File: src/rtl/pipe_ctrl_pkg.sv
// pipe_ctrl_pkg: shared types and helpers for the 5-stage pipeline controller.
//   state_t        controller FSM states
//   shadow_op_t    per-cycle update command for the shadow destination pipe
//   shadow_entry_t one in-flight instruction slot {vld, wr, rd}
//   decode_t       register usage extracted from an instruction word
//   decode_instr() opcode-based register usage decode (RV32I)
package pipe_ctrl_pkg;

    localparam logic [6:0] OP_R      = 7'b0110011;
    localparam logic [6:0] OP_IMM    = 7'b0010011;
    localparam logic [6:0] OP_LOAD   = 7'b0000011;
    localparam logic [6:0] OP_STORE  = 7'b0100011;
    localparam logic [6:0] OP_BRANCH = 7'b1100011;
    localparam logic [6:0] OP_JAL    = 7'b1101111;
    localparam logic [6:0] OP_JALR   = 7'b1100111;
    localparam logic [6:0] OP_LUI    = 7'b0110111;
    localparam logic [6:0] OP_AUIPC  = 7'b0010111;

    typedef enum logic [1:0] {
        ST_BOOT   = 2'd0,
        ST_RUN    = 2'd1,
        ST_DRAIN  = 2'd2,
        ST_HALTED = 2'd3
    } state_t;

    typedef enum logic [2:0] {
        SH_HOLD     = 3'd0,
        SH_CLEAR    = 3'd1,
        SH_ADVANCE  = 3'd2,
        SH_BUBBLE   = 3'd3,
        SH_REDIRECT = 3'd4
    } shadow_op_t;

    typedef struct packed {
        logic       vld;
        logic       wr;
        logic [4:0] rd;
    } shadow_entry_t;

    typedef struct packed {
        logic       wr;
        logic [4:0] rd;
        logic       rs1_use;
        logic [4:0] rs1;
        logic       rs2_use;
        logic [4:0] rs2;
    } decode_t;

    function automatic decode_t decode_instr(input logic [31:0] instr);
        decode_t d;
        d.rd      = instr[11:7];
        d.rs1     = instr[19:15];
        d.rs2     = instr[24:20];
        d.wr      = 1'b0;
        d.rs1_use = 1'b0;
        d.rs2_use = 1'b0;
        case (instr[6:0])
            OP_R: begin
                d.wr      = 1'b1;
                d.rs1_use = 1'b1;
                d.rs2_use = 1'b1;
            end
            OP_IMM, OP_LOAD, OP_JALR: begin
                d.wr      = 1'b1;
                d.rs1_use = 1'b1;
            end
            OP_STORE, OP_BRANCH: begin
                d.rs1_use = 1'b1;
                d.rs2_use = 1'b1;
            end
            OP_JAL, OP_LUI, OP_AUIPC: begin
                d.wr = 1'b1;
            end
            default: ;
        endcase
        // x0 is hardwired zero, so writing it can never create a dependency
        if (d.rd == 5'd0) begin
            d.wr = 1'b0;
        end
        return d;
    endfunction

endpackage

File: src/rtl/pipe_ctrl_shadow.sv
// pipe_ctrl_shadow: three-entry shadow of the EX/MEM/WB destination registers.
//   clk, rst        clock, synchronous active-high reset (empties the pipe)
//   op              update command for this cycle (hold/clear/advance/bubble/redirect)
//   id_entry        entry loaded into EX on an advance
//   rs1_use/rs1     first source operand of the instruction in ID
//   rs2_use/rs2     second source operand of the instruction in ID
//   raw             a used, non-x0 source matches a pending writer in EX, MEM or WB
//   ex_vld/mem_vld/wb_vld  slot occupancy
module pipe_ctrl_shadow
    import pipe_ctrl_pkg::*;
(
    input  logic          clk,
    input  logic          rst,
    input  shadow_op_t    op,
    input  shadow_entry_t id_entry,
    input  logic          rs1_use,
    input  logic [4:0]    rs1,
    input  logic          rs2_use,
    input  logic [4:0]    rs2,
    output logic          raw,
    output logic          ex_vld,
    output logic          mem_vld,
    output logic          wb_vld
);

    shadow_entry_t ex_q, mem_q, wb_q;

    always_ff @(posedge clk) begin
        if (rst) begin
            ex_q  <= '0;
            mem_q <= '0;
            wb_q  <= '0;
        end else begin
            case (op)
                SH_CLEAR: begin
                    ex_q  <= '0;
                    mem_q <= '0;
                    wb_q  <= '0;
                end
                SH_ADVANCE: begin
                    ex_q  <= id_entry;
                    mem_q <= ex_q;
                    wb_q  <= mem_q;
                end
                SH_BUBBLE: begin
                    ex_q  <= '0;
                    mem_q <= ex_q;
                    wb_q  <= mem_q;
                end
                SH_REDIRECT: begin
                    ex_q  <= '0;
                    mem_q <= '0;
                    wb_q  <= mem_q;
                end
                default: ;
            endcase
        end
    end

    function automatic logic hit(input shadow_entry_t e, input logic [4:0] rs);
        return e.vld & e.wr & (e.rd == rs);
    endfunction

    // WB is included: the register file has no write-through path
    logic rs1_hit, rs2_hit;
    always_comb begin
        rs1_hit = rs1_use & (rs1 != 5'd0) & (hit(ex_q, rs1) | hit(mem_q, rs1) | hit(wb_q, rs1));
        rs2_hit = rs2_use & (rs2 != 5'd0) & (hit(ex_q, rs2) | hit(mem_q, rs2) | hit(wb_q, rs2));
    end

    assign raw     = rs1_hit | rs2_hit;
    assign ex_vld  = ex_q.vld;
    assign mem_vld = mem_q.vld;
    assign wb_vld  = wb_q.vld;

endmodule

File: src/rtl/pipe_ctrl.sv
// pipe_ctrl: sequencing controller for a non-forwarding 5-stage RV32I pipeline.
//   i_clk, i_rst                     clock, synchronous active-high reset
//   i_id_vld, i_id_instr             instruction currently in ID
//   i_mem_redirect, i_mem_is_ctrl    taken control transfer / control insn in MEM
//   i_mem_stall                      LSU not ready, freeze everything
//   o_*_en                           pipeline-register load enables
//   o_*_flush                        load a bubble (wins over the enable)
//   o_insn_vld, o_halted             retire strobe, drained-after-halt flag
//   o_cnt_*                          cycle / retired / control / redirect counters
//
// state   | meaning
// BOOT    | one cycle after reset: flush front end, clear shadow
// RUN     | normal issue with RAW stalls and redirects
// DRAIN   | halt marker seen; no new issue, let EX/MEM/WB empty
// HALTED  | pipeline empty, everything frozen until reset
module pipe_ctrl
    import pipe_ctrl_pkg::*;
#(
    parameter logic [31:0] HALT_INSN = 32'h1111_1111,
    parameter int          CNT_W     = 32
) (
    input  logic             i_clk,
    input  logic             i_rst,
    input  logic             i_id_vld,
    input  logic [31:0]      i_id_instr,
    input  logic             i_mem_redirect,
    input  logic             i_mem_is_ctrl,
    input  logic             i_mem_stall,
    output logic             o_pc_en,
    output logic             o_ifid_en,
    output logic             o_idex_en,
    output logic             o_exmem_en,
    output logic             o_memwb_en,
    output logic             o_ifid_flush,
    output logic             o_idex_flush,
    output logic             o_exmem_flush,
    output logic             o_insn_vld,
    output logic             o_halted,
    output logic [CNT_W-1:0] o_cnt_cycle,
    output logic [CNT_W-1:0] o_cnt_retired,
    output logic [CNT_W-1:0] o_cnt_ctrl,
    output logic [CNT_W-1:0] o_cnt_redirect
);

    state_t        state, state_nxt;
    shadow_op_t    sh_op;
    decode_t       dec;
    shadow_entry_t id_entry;
    logic          sh_raw, ex_vld, mem_vld, wb_vld;
    logic          raw, is_halt, active;

    always_comb begin
        dec      = decode_instr(i_id_instr);
        id_entry = '{vld: i_id_vld, wr: dec.wr, rd: dec.rd};
    end

    pipe_ctrl_shadow u_shadow (
        .clk      (i_clk),
        .rst      (i_rst),
        .op       (sh_op),
        .id_entry (id_entry),
        .rs1_use  (dec.rs1_use),
        .rs1      (dec.rs1),
        .rs2_use  (dec.rs2_use),
        .rs2      (dec.rs2),
        .raw      (sh_raw),
        .ex_vld   (ex_vld),
        .mem_vld  (mem_vld),
        .wb_vld   (wb_vld)
    );

    assign raw     = i_id_vld & sh_raw;
    assign is_halt = i_id_vld & (i_id_instr == HALT_INSN);
    assign active  = (state == ST_RUN) || (state == ST_DRAIN);

    always_ff @(posedge i_clk) begin
        if (i_rst) begin
            state <= ST_BOOT;
        end else begin
            state <= state_nxt;
        end
    end

    always_comb begin
        state_nxt     = state;
        sh_op         = SH_HOLD;
        o_pc_en       = 1'b0;
        o_ifid_en     = 1'b0;
        o_idex_en     = 1'b0;
        o_exmem_en    = 1'b0;
        o_memwb_en    = 1'b0;
        o_ifid_flush  = 1'b0;
        o_idex_flush  = 1'b0;
        o_exmem_flush = 1'b0;
        o_halted      = 1'b0;
        if (i_rst) begin
            // BOOT values are presented while reset is held, before state is known
            o_ifid_flush  = 1'b1;
            o_idex_flush  = 1'b1;
            o_exmem_flush = 1'b1;
        end else begin
            case (state)
                ST_BOOT: begin
                    o_ifid_flush  = 1'b1;
                    o_idex_flush  = 1'b1;
                    o_exmem_flush = 1'b1;
                    sh_op         = SH_CLEAR;
                    state_nxt     = ST_RUN;
                end
                ST_RUN, ST_DRAIN: begin
                    if (i_mem_stall) begin
                        sh_op = SH_HOLD;
                    end else if (i_mem_redirect) begin
                        o_pc_en       = 1'b1;
                        o_ifid_en     = 1'b1;
                        o_idex_en     = 1'b1;
                        o_exmem_en    = 1'b1;
                        o_memwb_en    = 1'b1;
                        o_ifid_flush  = 1'b1;
                        o_idex_flush  = 1'b1;
                        o_exmem_flush = 1'b1;
                        sh_op         = SH_REDIRECT;
                        // a halt marker seen in DRAIN was on the wrong path
                        state_nxt     = ST_RUN;
                    end else if ((state == ST_DRAIN) || raw || is_halt) begin
                        o_idex_en    = 1'b1;
                        o_exmem_en   = 1'b1;
                        o_memwb_en   = 1'b1;
                        o_idex_flush = 1'b1;
                        sh_op        = SH_BUBBLE;
                        if ((state == ST_RUN) && !raw && is_halt) begin
                            state_nxt = ST_DRAIN;
                        end
                        // WB leaves this cycle, so empty EX/MEM means empty next cycle
                        if ((state == ST_DRAIN) && !ex_vld && !mem_vld) begin
                            state_nxt = ST_HALTED;
                        end
                    end else begin
                        o_pc_en    = 1'b1;
                        o_ifid_en  = 1'b1;
                        o_idex_en  = 1'b1;
                        o_exmem_en = 1'b1;
                        o_memwb_en = 1'b1;
                        sh_op      = SH_ADVANCE;
                    end
                end
                ST_HALTED: begin
                    o_halted = 1'b1;
                end
                default: state_nxt = ST_BOOT;
            endcase
        end
    end

    assign o_insn_vld = wb_vld & ~i_mem_stall & active & ~i_rst;

    always_ff @(posedge i_clk) begin
        if (i_rst) begin
            o_cnt_cycle    <= '0;
            o_cnt_retired  <= '0;
            o_cnt_ctrl     <= '0;
            o_cnt_redirect <= '0;
        end else if (active) begin
            o_cnt_cycle <= o_cnt_cycle + CNT_W'(1);
            if (o_insn_vld) begin
                o_cnt_retired <= o_cnt_retired + CNT_W'(1);
            end
            if (i_mem_is_ctrl && !i_mem_stall) begin
                o_cnt_ctrl <= o_cnt_ctrl + CNT_W'(1);
            end
            if (i_mem_redirect && !i_mem_stall) begin
                o_cnt_redirect <= o_cnt_redirect + CNT_W'(1);
            end
        end
    end

endmodule

File: config.mk
export PLATFORM = sky130hd
export DESIGN_NAME = pipe_ctrl
export DESIGN_NICKNAME = d
export VERILOG_FILES = /design/src/rtl/pipe_ctrl_pkg.sv /design/src/rtl/pipe_ctrl_shadow.sv /design/src/rtl/pipe_ctrl.sv
export SDC_FILE = /design/constraint.sdc
export NUM_CORES = 1
export LEC_CHECK = 0
export ABC_AREA = 1
export BUFFER_PORTS_ARGS = -buffer_cell sky130_fd_sc_hd__buf_2
export CORE_AREA = 2 2 140 196
export DETAILED_ROUTE_END_ITERATION = 6
export DIE_AREA = 0 0 142 198
export HOLD_SLACK_MARGIN = 0.15
export PLACE_DENSITY = 0.61
export SYNTH_ARGS = -nofsm -noshare
export SYNTH_HDL_FRONTEND = slang
export SYNTH_HIERARCHICAL = 1
export SYNTH_SLANG_ARGS = --single-unit
File: constraint.sdc
create_clock -name i_clk -period 5.44 [get_ports i_clk]
set_clock_uncertainty 0.15 [all_clocks]
set_input_delay 0.816 -clock i_clk [delete_from_list [all_inputs] [get_ports i_clk]]
set_output_delay 0.816 -clock i_clk [all_outputs]
set_load 0.03 [all_outputs]
== Yosys cells after proc, flatten, opt, wreduce, memory -nomap -nowiden ==
Index checks and enable logic that the tools add are counted.
Storage, ports and cells
  flip-flop bits (word level): 151
  bits of input ports: 38
  output and inout port bits: 138
  word-level logic and storage cells: 139
Operators by class
  $add $sub $neg: 4
  equality and inequality tests: 26
  muxes and demuxes: 37
  bitwise logic cells: 25
  reductions and logical operators: 33
Operator list (number)
  $add 32x1->32 const B: 4
  $pmux 7 s2: 3
  $eq 32x29->1 const B: 1
  $eq 5x5->1: 6
  $mux 1: 22
  $eq 7x6->1 const B: 3
  $eq 7x7->1 const B: 3
  $and 1x1->1: 18
  $eq 7x5->1 const B: 2
  $mux 2: 5
  $reduce_bool 5->1: 2
  $mux 3: 3
  $reduce_or 3->1: 3
  $reduce_bool 2->1: 4
  $eq 7x2->1 const B: 1
  $reduce_or 7->1: 1
  $eq 3x2->1 const B: 2
  $logic_and 1x1->1: 6
  $pmux 3 s2: 1
  $reduce_and 2->1: 3
  $reduce_or 2->1: 3
  $reduce_or 6->1: 1
  $logic_not 5->1: 1
  $or 1x1->1: 5
  other kinds (14): 22

== Depth between registers and ports, before layout ==
  word-level depth: 17
  depth in mapped cells: 22
  gate-level depth less buffers: 21

== Hierarchy ==
Netlist, hierarchy kept.
By module, submodules not included
  pipe_ctrl: instances 1, cells an instance 1238, area an instance 7714.9 um2, seq. area each 2602.5 um2
  pipe_ctrl_shadow: instances 1, cells an instance 242, area an instance 1353.8 um2, seq. area each 420.4 um2

== Worst setup path after synthesis ==
Ideal clock, no wire load.
  kind: in2out
  start point: input i_id_instr[3]
  end point: output o_pc_en
  arrival time: 2.326 ns
  required time: 4.474 ns
  path slack: 2.148 ns
  stages on the path: 14
  path buffers: 1
  cells stage by stage: nor2_1 and3_1 nand3_1 nand3_1 o21ai_0 inv_1 nand2_1 nand2_1 a21oi_1 nand2_1 nand2_1 inv_1 nor2_1 buf_4
RTL lines
  start: declaration: line pipe_ctrl.sv:25  | input logic [31:0] i_id_instr,
  end: declaration: line pipe_ctrl.sv:29  | output logic o_pc_en,

== Worst setup path in the final report ==
  start point: register state[0]
  end point: output o_idex_flush
Between the ends
  cells in the longest elaborated chain, start to end: 8
  elaborated cells between the ends (all ways): 11
  classes of those cells: eq/ne: 2; mux: 5; reduce/logical: 4
Ends and longest elaborated chain
  start: declaration: line pipe_ctrl.sv:45  | state_t state, state_nxt;
  start signal: assignment: line pipe_ctrl.sv:80  | state <= state_nxt;
  $eq 2x2->1: line pipe_ctrl.sv:102, pipe_ctrl.sv:125
  $logic_or 1x1->1 (2 in a row): line pipe_ctrl.sv:125  | end else if ((state == ST_DRAIN) || raw || is_halt) begin
  $mux 1: line pipe_ctrl.sv:125
  $mux 1: line pipe_ctrl.sv:113  | end else if (i_mem_redirect) begin
  $mux 1: line pipe_ctrl.sv:111  | if (i_mem_stall) begin
  $pmux 1 s2 *: line pipe_ctrl.sv:102  | case (state)
  $mux 1 *: line pipe_ctrl.sv:96  | if (i_rst) begin
  end: declaration: line pipe_ctrl.sv:35  | output logic o_idex_flush,
Mark *: on every way between the ends. The rest lies on a longest branch, timed or not.

==> out/metrics.cfg <==
[outcome]
status=finished, final reports clean

[layout]
utilization=0.407
fin_area_mm2=0.0108
n_antenna_cell=0
drive_gt1_frac=0.153
finalNetCount=1693
area_growth_pct=19.1

[yosys]
synth_top_area_frac=0.333
synth.distinct_cells=42
ys.flop_type=dfxtp_1
ys_ff_latch=151
yosys_warnings=6
synthesis.nets=1527
synth_common_cells=nand2_1 (465), nor2_1 (216), inv_1 (174), dfxtp_1 (151), a21oi_1 (109)
yosysSeqAreaShare=0.333
netlist_top_cells_area=dfxtp_1 (33%), nand2_1 (19%), nor2_1 (8.9%), inv_1 (7.2%), a21oi_1 (6.0%)
syn_area_mm2=0.00907
synth_top_cell_by_area=dfxtp_1
syn_area_per_cell_um2=6.13
synth_edf_count=0
yosysMostFrequentCell=nand2_1
synthArstFlopShare=0
synth_cells=1480

[cts]
htreeDepth=4
ctsHoldBuffers=0
cts_resized=0
post_cts_buffers=0
cts_buffers=17
cts.sinks=151
cts_root_buffer=clkbuf_16
insertion_delay_ns=0.43
clockBufferDepth=2
path_clk_slew_ns=0.06
cts_tree=yes

[routing]
drt_wl_total_um=28100
vias=9697
wire_per_inst_um=14.2
drc_errors=0
drt_iter0_markers=434
drt_first_pass_iters=5
ant_nets=0
avgViaCountPerCell=4.88

[floorplanning]
ioPinCount=176
dieWidth_um=142
die_h_um=198
die-area_mm2=0.0281
coreArea_mm2=0.0266
start_util=0.341
num_rows=71

[global_routing]
grt_antenna_before_repair=2
grtUsageTotal=0.203
grt_pass1_wl_um=46000
overflow=0
grt_max_degree=86
grt_pass1_vias=9403

[worst_setup_path]
criticalPathCategory=register to output port
cp.arrival_ns=3.13
timing.rr.start=state[0]
rrSetupSlack_ns=2.10
cp_common_cell=nand2_1
cpMaxStageDelayCell=nor2_1
max_stage_delay_ns=0.67
path_buf_inv=2
r2r_cells=13
cp_cell_sequence=inv_1 -> ha_1 -> nand2_1 -> nor2_1 -> o21ai_0 -> nand2_1 -> a31o_2 -> buf_2
worst_setup_path_end_kind=output port
critPathLaunchType=register
worstPathRequired_ns=4.47
r2r_end=o_cnt_redirect[22]
crit_fanout=13
path_delay_family=simple AND/OR/NAND/NOR gates

[hold_path]
hold_path_startpoint=u_shadow/wb_q[5]
min_path_cells=2
hp-class=register to register
worstHoldEndpoint=u_shadow/wb_q[5]

[sta]
clock.fmax_mhz=244
layout_setup_ws_ns=1.34
finalSetupTns_ns=0
rsz0062_at_grt=no
final_max_slew_viol_count=0
relSlewSlack=0.326
final.period_utilization=0.754
final_hold_viol_count=0
worst_slew_pin_slew_ns=1.01
setup_viol_count_final=0
post-route-min-period_ns=4.10

[power]
seqPwrFrac=0.418
fin_total_pwr_mw=2.76
internal-power_mw=1.94
p_switching_mw=0.820
clockPowerShare=0.425
pwr_density_cell_mw_per_mm2=255
p_leak_nw=4.46
switching_share=0.297
combPwrFrac=0.156
ir_drop_mv=0.209

[placed_design]
place_area_mm2=0.0102
dp_slack_ns=1.80
dp_hpwl_um=21500
gp_congestion=0.898
io_buffer_count=175

[run]
maxCapViolations=0

==> tightest hold or removal path, stage by stage (launching register included) <==
cell,delay (ns)
dfxtp_1,0.31
nand2_1,0.06
a21oi_1,0.05
==> cell usage in the layout (no fill, tap or decap), types with 8 or more instances in the layout <==
cell,Yosys,layout
inv_1,174,173
clkbuf_16,0,17
nand3_1,82,82
o21ai_0,54,54
nor2_4,8,8
xnor2_1,8,8
nand2_1,465,465
buf_2,2,174
nor2_1,216,216
xor2_1,18,18
nor3_1,54,54
nand3b_1,15,15
dfxtp_1,151,151
ha_1,9,9
a21oi_1,109,109
nand4_1,29,29
nor2_2,9,9
==> registers in the layout, indices dropped and copies added (netlist names) <==
name	count
u_shadow/wb_vld	1
o_cnt_cycle	32
state	2
o_cnt_ctrl	32
u_shadow/mem_q	6
o_cnt_redirect	32
o_cnt_retired	32
u_shadow/mem_vld	1
u_shadow/ex_vld	1
u_shadow/ex_q	6
u_shadow/wb_q	6
==> metal layers <==
layer  vias to the layer above  global-route usage  routed length (µm)
met5                         -                   0                  11
met4                         2              0.0800                 761
met3                        52              0.0406                1310
met2                       212               0.362               14000
met1                      4381               0.236               12000
li1                       5050                   -                   -
==> per-stage QoR <==
step,hold WS (ns),std cells
global placement,0.299,1955
global route,0.353,1986
floorplan,0.289,1480
finish,0.313,1986
CTS,0.313,1986
detailed placement,0.304,1955
==> power by group through the flow <==
stage	clock network [mW]	logic (mW)	registers, mW
floorplan	0	0.306	1.19
global placement	0	0.428	1.18
detailed placement	0	0.431	1.18
CTS	1.21	0.434	1.15
global route	1.24	0.485	1.16
finish	1.17	0.431	1.15
==> area by class of cell <==
class / instances / area, µm²
multi-input combinational: 1120 / 5230
sequential: 151 / 3020
clock buffer: 21 / 470
fill: 2840 / 15800
tap: 328 / 410
clock inverter: 10 / 103
timing repair buffer: 178 / 901
inverter: 178 / 668
==> cells by family after synthesis <==
family | after synthesis | share of synthesized area
xor+xnor | 26 | 0.0251
simple gates | 909 | 0.438
buf+inv | 209 | 0.0905
compound gates | 176 | 0.101
fa+ha+maj | 9 | 0.0124
flops | 151 | 0.333
==> worst max path at each step <==
stage                         startpoint                to  depth (start not counted)
after global placement    i_id_instr[18]  u_shadow/wb_q[0]                         21
after detailed placement        state[0]      o_idex_flush                          8
after CTS                       state[0]      o_idex_flush                          8
after floorplan            i_id_instr[3]           o_pc_en                         14
final                           state[0]      o_idex_flush                          8
after global routing            state[1]      o_idex_flush                          8
Power figures use the tool's default switching activity.
